**src/rtl/adder_bist_driver_if.sv**
```systemverilog
// Operand/result bus between the BIST driver and the adder under test.
interface adder_bist_driver_if;
  logic [7:0] op_a;
  logic [7:0] op_b;
  logic       op_cin;
  logic [7:0] dut_sum;
  logic       dut_cout;

  modport master (output op_a, op_b, op_cin, input dut_sum, dut_cout);
  modport slave  (input op_a, op_b, op_cin, output dut_sum, dut_cout);
endinterface

```
**src/rtl/adder_bist_driver.sv**
```systemverilog
// On-chip stimulus generator and response checker for the 8-bit adder:
// two directed vectors, then LFSR vectors, with a saturating mismatch count.
module adder_bist_driver #(
  parameter int          NUM_VECTORS = 256,
  parameter int          DUT_LAT     = 0,
  parameter logic [15:0] SEED        = 16'hACE1
) (
  input  logic                       clk,
  input  logic                       rst,
  input  logic                       start,
  adder_bist_driver_if.master        adder,
  output logic                       busy,
  output logic                       done,
  output logic                       pass,
  output logic [7:0]                 err_count,
  output logic [7:0]                 first_fail_idx
);
  localparam logic [15:0] SEED_EFF  = (SEED == 16'h0000) ? 16'h0001 : SEED;
  localparam logic [7:0]  LAST_IDX  = 8'(NUM_VECTORS - 1);
  localparam logic [2:0]  LAST_HOLD = 3'(DUT_LAT);
  localparam logic [15:0] LFSR_MASK = 16'hB400;

  typedef enum logic [1:0] {IDLE, RUN, DONE} state_t;

  state_t      state_reg;
  logic [15:0] lfsr_reg;
  logic [15:0] lfsr_next;
  logic [7:0]  vec_idx_reg;
  logic [7:0]  vec_idx_next;
  logic [2:0]  hold_reg;
  logic [7:0]  op_a_reg;
  logic [7:0]  op_b_reg;
  logic        op_cin_reg;
  logic [7:0]  op_a_next;
  logic [7:0]  op_b_next;
  logic        op_cin_next;
  logic [8:0]  exp_sum;
  logic        mismatch;
  logic [7:0]  err_inc;

  assign adder.op_a   = op_a_reg;
  assign adder.op_b   = op_b_reg;
  assign adder.op_cin = op_cin_reg;

  // Galois step: shift right, fold the mask in when a 1 falls out.
  assign lfsr_next    = lfsr_reg[0] ? ((lfsr_reg >> 1) ^ LFSR_MASK) : (lfsr_reg >> 1);
  assign vec_idx_next = vec_idx_reg + 8'd1;
  assign exp_sum      = {1'b0, op_a_reg} + {1'b0, op_b_reg} + {8'd0, op_cin_reg};
  assign mismatch     = ({adder.dut_cout, adder.dut_sum} != exp_sum);
  assign err_inc      = (err_count == 8'hFF) ? 8'hFF : err_count + 8'd1;

  always_comb begin
    op_a_next   = lfsr_next[7:0];
    op_b_next   = lfsr_next[15:8];
    op_cin_next = lfsr_next[0] ^ lfsr_next[8];
    if (vec_idx_next == 8'd1) begin
      op_a_next   = 8'hFF;
      op_b_next   = 8'hFF;
      op_cin_next = 1'b1;
    end
  end

  always_ff @(posedge clk) begin
    if (rst) begin
      state_reg      <= IDLE;
      lfsr_reg       <= SEED_EFF;
      vec_idx_reg    <= 8'd0;
      hold_reg       <= 3'd0;
      op_a_reg       <= 8'd0;
      op_b_reg       <= 8'd0;
      op_cin_reg     <= 1'b0;
      busy           <= 1'b0;
      done           <= 1'b0;
      pass           <= 1'b0;
      err_count      <= 8'd0;
      first_fail_idx <= 8'd0;
    end else begin
      case (state_reg)
        IDLE, DONE: begin
          if (start) begin
            state_reg      <= RUN;
            lfsr_reg       <= SEED_EFF;
            vec_idx_reg    <= 8'd0;
            hold_reg       <= 3'd0;
            op_a_reg       <= 8'hFF;
            op_b_reg       <= 8'h01;
            op_cin_reg     <= 1'b0;
            busy           <= 1'b1;
            done           <= 1'b0;
            pass           <= 1'b0;
            err_count      <= 8'd0;
            first_fail_idx <= 8'd0;
          end
        end
        RUN: begin
          if (hold_reg != LAST_HOLD) begin
            hold_reg <= hold_reg + 3'd1;
          end else begin
            hold_reg <= 3'd0;
            if (mismatch) begin
              err_count <= err_inc;
              if (err_count == 8'd0)
                first_fail_idx <= vec_idx_reg;
            end
            if (vec_idx_reg == LAST_IDX) begin
              state_reg  <= DONE;
              busy       <= 1'b0;
              done       <= 1'b1;
              pass       <= (err_count == 8'd0) && !mismatch;
              op_a_reg   <= 8'd0;
              op_b_reg   <= 8'd0;
              op_cin_reg <= 1'b0;
            end else begin
              vec_idx_reg <= vec_idx_next;
              op_a_reg    <= op_a_next;
              op_b_reg    <= op_b_next;
              op_cin_reg  <= op_cin_next;
              // The LFSR only advances from vector 2 onward; vector 1 is directed.
              if (vec_idx_next != 8'd1)
                lfsr_reg <= lfsr_next;
            end
          end
        end
        default: state_reg <= IDLE;
      endcase
    end
  end
endmodule

```
**src/flat_wrapper.sv**
```systemverilog
// flat-port wrapper written by rule: the top's interface ports become plain ports
module adder_bist_driver_flat 
#(
  parameter int          NUM_VECTORS = 256,
  parameter int          DUT_LAT     = 0,
  parameter logic [15:0] SEED        = 16'hACE1
)
  (clk, rst, start, busy, done, pass, err_count, first_fail_idx, adder_op_a, adder_op_b, adder_op_cin, adder_dut_sum, adder_dut_cout);
  adder_bist_driver_if adder_i ();
  input  logic clk;
  input  logic rst;
  input  logic start;
  output logic busy;
  output logic done;
  output logic pass;
  output logic [7:0] err_count;
  output logic [7:0] first_fail_idx;
  output wire logic [$bits(adder_i.op_a)-1:0] adder_op_a;
  output wire logic [$bits(adder_i.op_b)-1:0] adder_op_b;
  output wire logic [$bits(adder_i.op_cin)-1:0] adder_op_cin;
  input wire logic [$bits(adder_i.dut_sum)-1:0] adder_dut_sum;
  input wire logic [$bits(adder_i.dut_cout)-1:0] adder_dut_cout;
  assign adder_op_a = adder_i.op_a;
  assign adder_op_b = adder_i.op_b;
  assign adder_op_cin = adder_i.op_cin;
  assign adder_i.dut_sum = adder_dut_sum;
  assign adder_i.dut_cout = adder_dut_cout;
  adder_bist_driver #(.NUM_VECTORS(NUM_VECTORS), .DUT_LAT(DUT_LAT), .SEED(SEED)) u_core (.clk(clk), .rst(rst), .start(start), .adder(adder_i), .busy(busy), .done(done), .pass(pass), .err_count(err_count), .first_fail_idx(first_fail_idx));
endmodule
```
**config.mk**
```make
export PLATFORM = sky130hd
export DESIGN_NAME = adder_bist_driver_flat
export DESIGN_NICKNAME = d
export VERILOG_FILES = /design/src/rtl/adder_bist_driver_if.sv /design/src/rtl/adder_bist_driver.sv /design/src/flat_wrapper.sv
export SDC_FILE = /design/constraint.sdc
export NUM_CORES = 1
export LEC_CHECK = 0
export ABC_AREA = 1
export CAP_MARGIN = 40
export CORE_MARGIN = 2
export CORE_UTILIZATION = 50
export DETAILED_ROUTE_END_ITERATION = 7
export PLACE_DENSITY = 0.73
export SLEW_MARGIN = 20
export SYNTH_ARGS = -nofsm -noshare
export SYNTH_HDL_FRONTEND = slang
export SYNTH_SLANG_ARGS = --single-unit
```
**constraint.sdc**
```tcl
create_clock -name clk -period 2.6 [get_ports clk]
set_input_delay 0.52 -clock clk [delete_from_list [all_inputs] [get_ports clk]]
set_output_delay 0.52 -clock clk [all_outputs]
set_load 0.02 [all_outputs]
```
==> metrics.csv <==
stage;metric;value;unit
status;status;completed;
flow_run;max-cap viol count;0;
yosys;syn avg cell area;6.971;µm²
power_and_ir_drop;Sw Ratio;0.3284;
drt;post-detailed-route count of antenna-violating nets;0;
drt;drt pass-1 iters;5;
power_and_ir_drop;Clk pwr share;0.313;
final_layout;nets;606;
power_and_ir_drop;Comb pwr share;0.262;
cts;CTS max path bufs;2;
sta;Tightest Pin Transition;0.3852;ns
yosys;synth warn;0;
sta;Tcrit/Tclk final;0.9768;
yosys;post-synth cell types;42;
floorplanning;Die W;89.96;µm
sta;clk_skew;0.01239;ns
sta;final worst setup slack;0.06026;ns
global_routing;Total Routing Usage GR;0.2187;
final_layout;n_diodes;0;
floorplanning;Die ar.;0.008093;mm²
global_routing;first-pass GRT wire length;14560;µm
yosys;post-synthesis cell count;530;
floorplanning;core area;0.007214;mm²
setup_path;Crit Path Category;flip-flop to flip-flop;
drt;Via density;5.231;
floorplanning;Die Y;89.96;µm
global_routing;initial antenna violation count;0;
power_and_ir_drop;Power Density;598.4;mW/mm²
cts;Clk pin slew, worst setup/hold paths;0.07;ns
final_layout;Area Overhead vs Synth;21.40;%
final_layout;Fill cells;662;
drt;DRC;0;
place;I/O Buffers;47;
setup_path;Setup crit end kind;flip-flop;
sta;Max Slew Vio Count;0;
place;gp weighted congestion;0.8926;
place;DP HPWL;6408;µm
cts;Worst-Skew Late Latency;0.34;ns
floorplanning;IO Pins;48;
power_and_ir_drop;Int Pwr;1.803;mW
setup_path;Worst setup SP type;flip-flop;
yosys;sequential-to-total area share from yosys stat;0.3522;
cts;H-tree depth;3;
sta;Worst slew margin;0.7432;
global_routing;vias in the first global route;3159;
sta;final hold slack;0.4509;ns
final_layout;Layout Cells excl Fill;683;
cts;clk sinks;65;
final_layout;max reg flops;16;
drt;DRT iter0 DRCs;284;
power_and_ir_drop;Net Sw Power;0.8815;mW
place;setup slack at placement;0.005409;ns
floorplanning;Starting Density;0.5121;
power_and_ir_drop;Leak;1.995;nW
final_layout;layout cell share with drive strength beyond 1;0.1199;
yosys;mapped cell area;0.003695;mm²
cts;Root Driver;clkbuf_8;
drt;via count;3573;
global_routing;largest net degree at the start of global routing;34;
yosys;Net Count, Synth;557;
sta;Final Hold Viols;0;
worst_hold_path;Worst Hold Class;flip-flop to flip-flop;
yosys;FF+latch count, synth;65;
global_routing;total gr overflow;0;
sta;final setup vio count;0;
place;placed insts;667;
final_layout;most frequent cells in the layout;110 x nand2_1, 70 x nor2_1, 64 x dfxtp_1;
drt;Routed WL;8755;µm
sta;Tmin final;2.540;ns
floorplanning;Rows;31;
power_and_ir_drop;VDD IR max;0.0003323;V
setup_path;CP Data Required Time;2.84;ns
cts;Num CTS Buffers;9;
cts;CTS tree;built;
cts;number of hold buffers added after CTS;0;
setup_path;CP Data Arrival Time;2.78;ns
sta;RSZ-0062 raised after global routing;yes;
drt;routed len/inst;12.82;µm
final_layout;most common cell after layout, fill and taps aside;nand2_1;
setup_path;Worst Path Max Fanout;20;
sta;FMAX;393.7;MHz
power_and_ir_drop;Seq pwr share;0.425;
## power groups by stage
stage               clock network, mW  registers, mW  logic, mW
floorplan                           0           1.21      0.425
detailed placement                  0           1.16      0.689
CTS                             0.854           1.14      0.693
global placement                    0           1.16      0.675
global route                    0.904           1.15      0.780
finish                          0.841           1.14      0.703
## area by class of cell
type / count / area (µm²) / area share
multi-input cells: 380 / 2052 / 0.4575
repair buffers: 59 / 573.1 / 0.1278
inverters: 64 / 240.2 / 0.05356
well taps: 99 / 123.9 / 0.02762
clock buffers: 9 / 123.9 / 0.02762
flip-flops and latches: 65 / 1303 / 0.2904
clock inverters: 7 / 70.07 / 0.01562
## what timing repair did
| item | 4_1_cts | 5_1_grt |
|---|---|---|
| gates cloned | 0 | 0 |
| endpoints found under the hold margin | 0 | 0 |
| pin swaps | 1 | 0 |
| setup buffers | 0 | 0 |
| resized for setup | 2 | 5 |
| endpoints found under the setup margin | 3 | 16 |
## final timing paths
path / slack, ns / to / depth (start not counted) / from
hold / removal: 0.45 / u_core.hold_reg[2] / 1 / u_core.hold_reg[2]
setup reg to reg: 0.06 / u_core.err_count[7] / 14 / u_core.adder.op_cin
hold reg to reg: 0.45 / u_core.hold_reg[2] / 1 / u_core.hold_reg[2]
setup / recovery: 0.06 / u_core.err_count[7] / 14 / u_core.adder.op_cin
## worst max-delay path, stage by stage (launching register included)
cell	delay [ns]
dfxtp_2	0.34
fa_2	0.41
fa_2	0.55
nand2_1	0.05
nand2_1	0.05
nand4_1	0.07
nor2_1	0.10
nand3_1	0.10
nor3_2	0.20
nand3_2	0.14
buf_12	0.18
nand2_8	0.09
nand2_1	0.06
nand2_1	0.05
nor2_1	0.04
## cell usage after synthesis (all sizes together)
library cell / count / area (µm²)
nor2: 81 / 360.3
nand4: 5 / 37.53
o21a: 1 / 7.510
nand2: 120 / 478.0
a22oi: 8 / 60.06
nor4: 1 / 6.260
a31oi: 2 / 12.51
nand3: 53 / 275.3
a2bb2oi: 2 / 17.52
xnor2: 6 / 52.55
o22ai: 2 / 12.51
inv: 64 / 240.2
buf: 13 / 97.58
o31ai: 1 / 7.510
clkbuf: 8 / 30.03
xor2: 8 / 77.58
ha: 13 / 162.7
nand3b: 1 / 7.510
a21oi: 48 / 259.0
dfxtp: 65 / 1301
nor3: 4 / 30.03
a211oi: 1 / 7.510
fa: 2 / 40.04
o211ai: 3 / 22.52
o21ai: 17 / 85.08
or2: 1 / 6.260
## metrics by stage
stage	utilization	TNS, ns	area, µm²	total power [mW]
after floorplan	-	0	3695	1.633
after global placement	0.5911	0	4264	1.833
after detailed placement	0.5911	0	4264	1.850
after CTS	0.6186	0	4463	2.687
after global routing	0.6217	-1.039	4486	2.834
final	0.6217	0	4486	2.684
## per-layer routing
metal	global-route usage	share of wire
met1	0.2919	0.46
met4	0.07308	0.013
met2	0.3548	0.48
met3	0.04610	0.054
met5	0	0
## cells by family after synthesis
| family | after synthesis | synth area share |
|---|---|---|
| buffers and inverters | 85 | 0.09956 |
| DFF | 65 | 0.3522 |
| and+or+nand+nor | 266 | 0.3251 |
| AOI/OAI and AO/OA | 85 | 0.1331 |
| adders and majority gates | 15 | 0.05486 |
| xor gates and xnor gates | 14 | 0.03522 |
No activity file was read; power rests on OpenSTA's default activity.
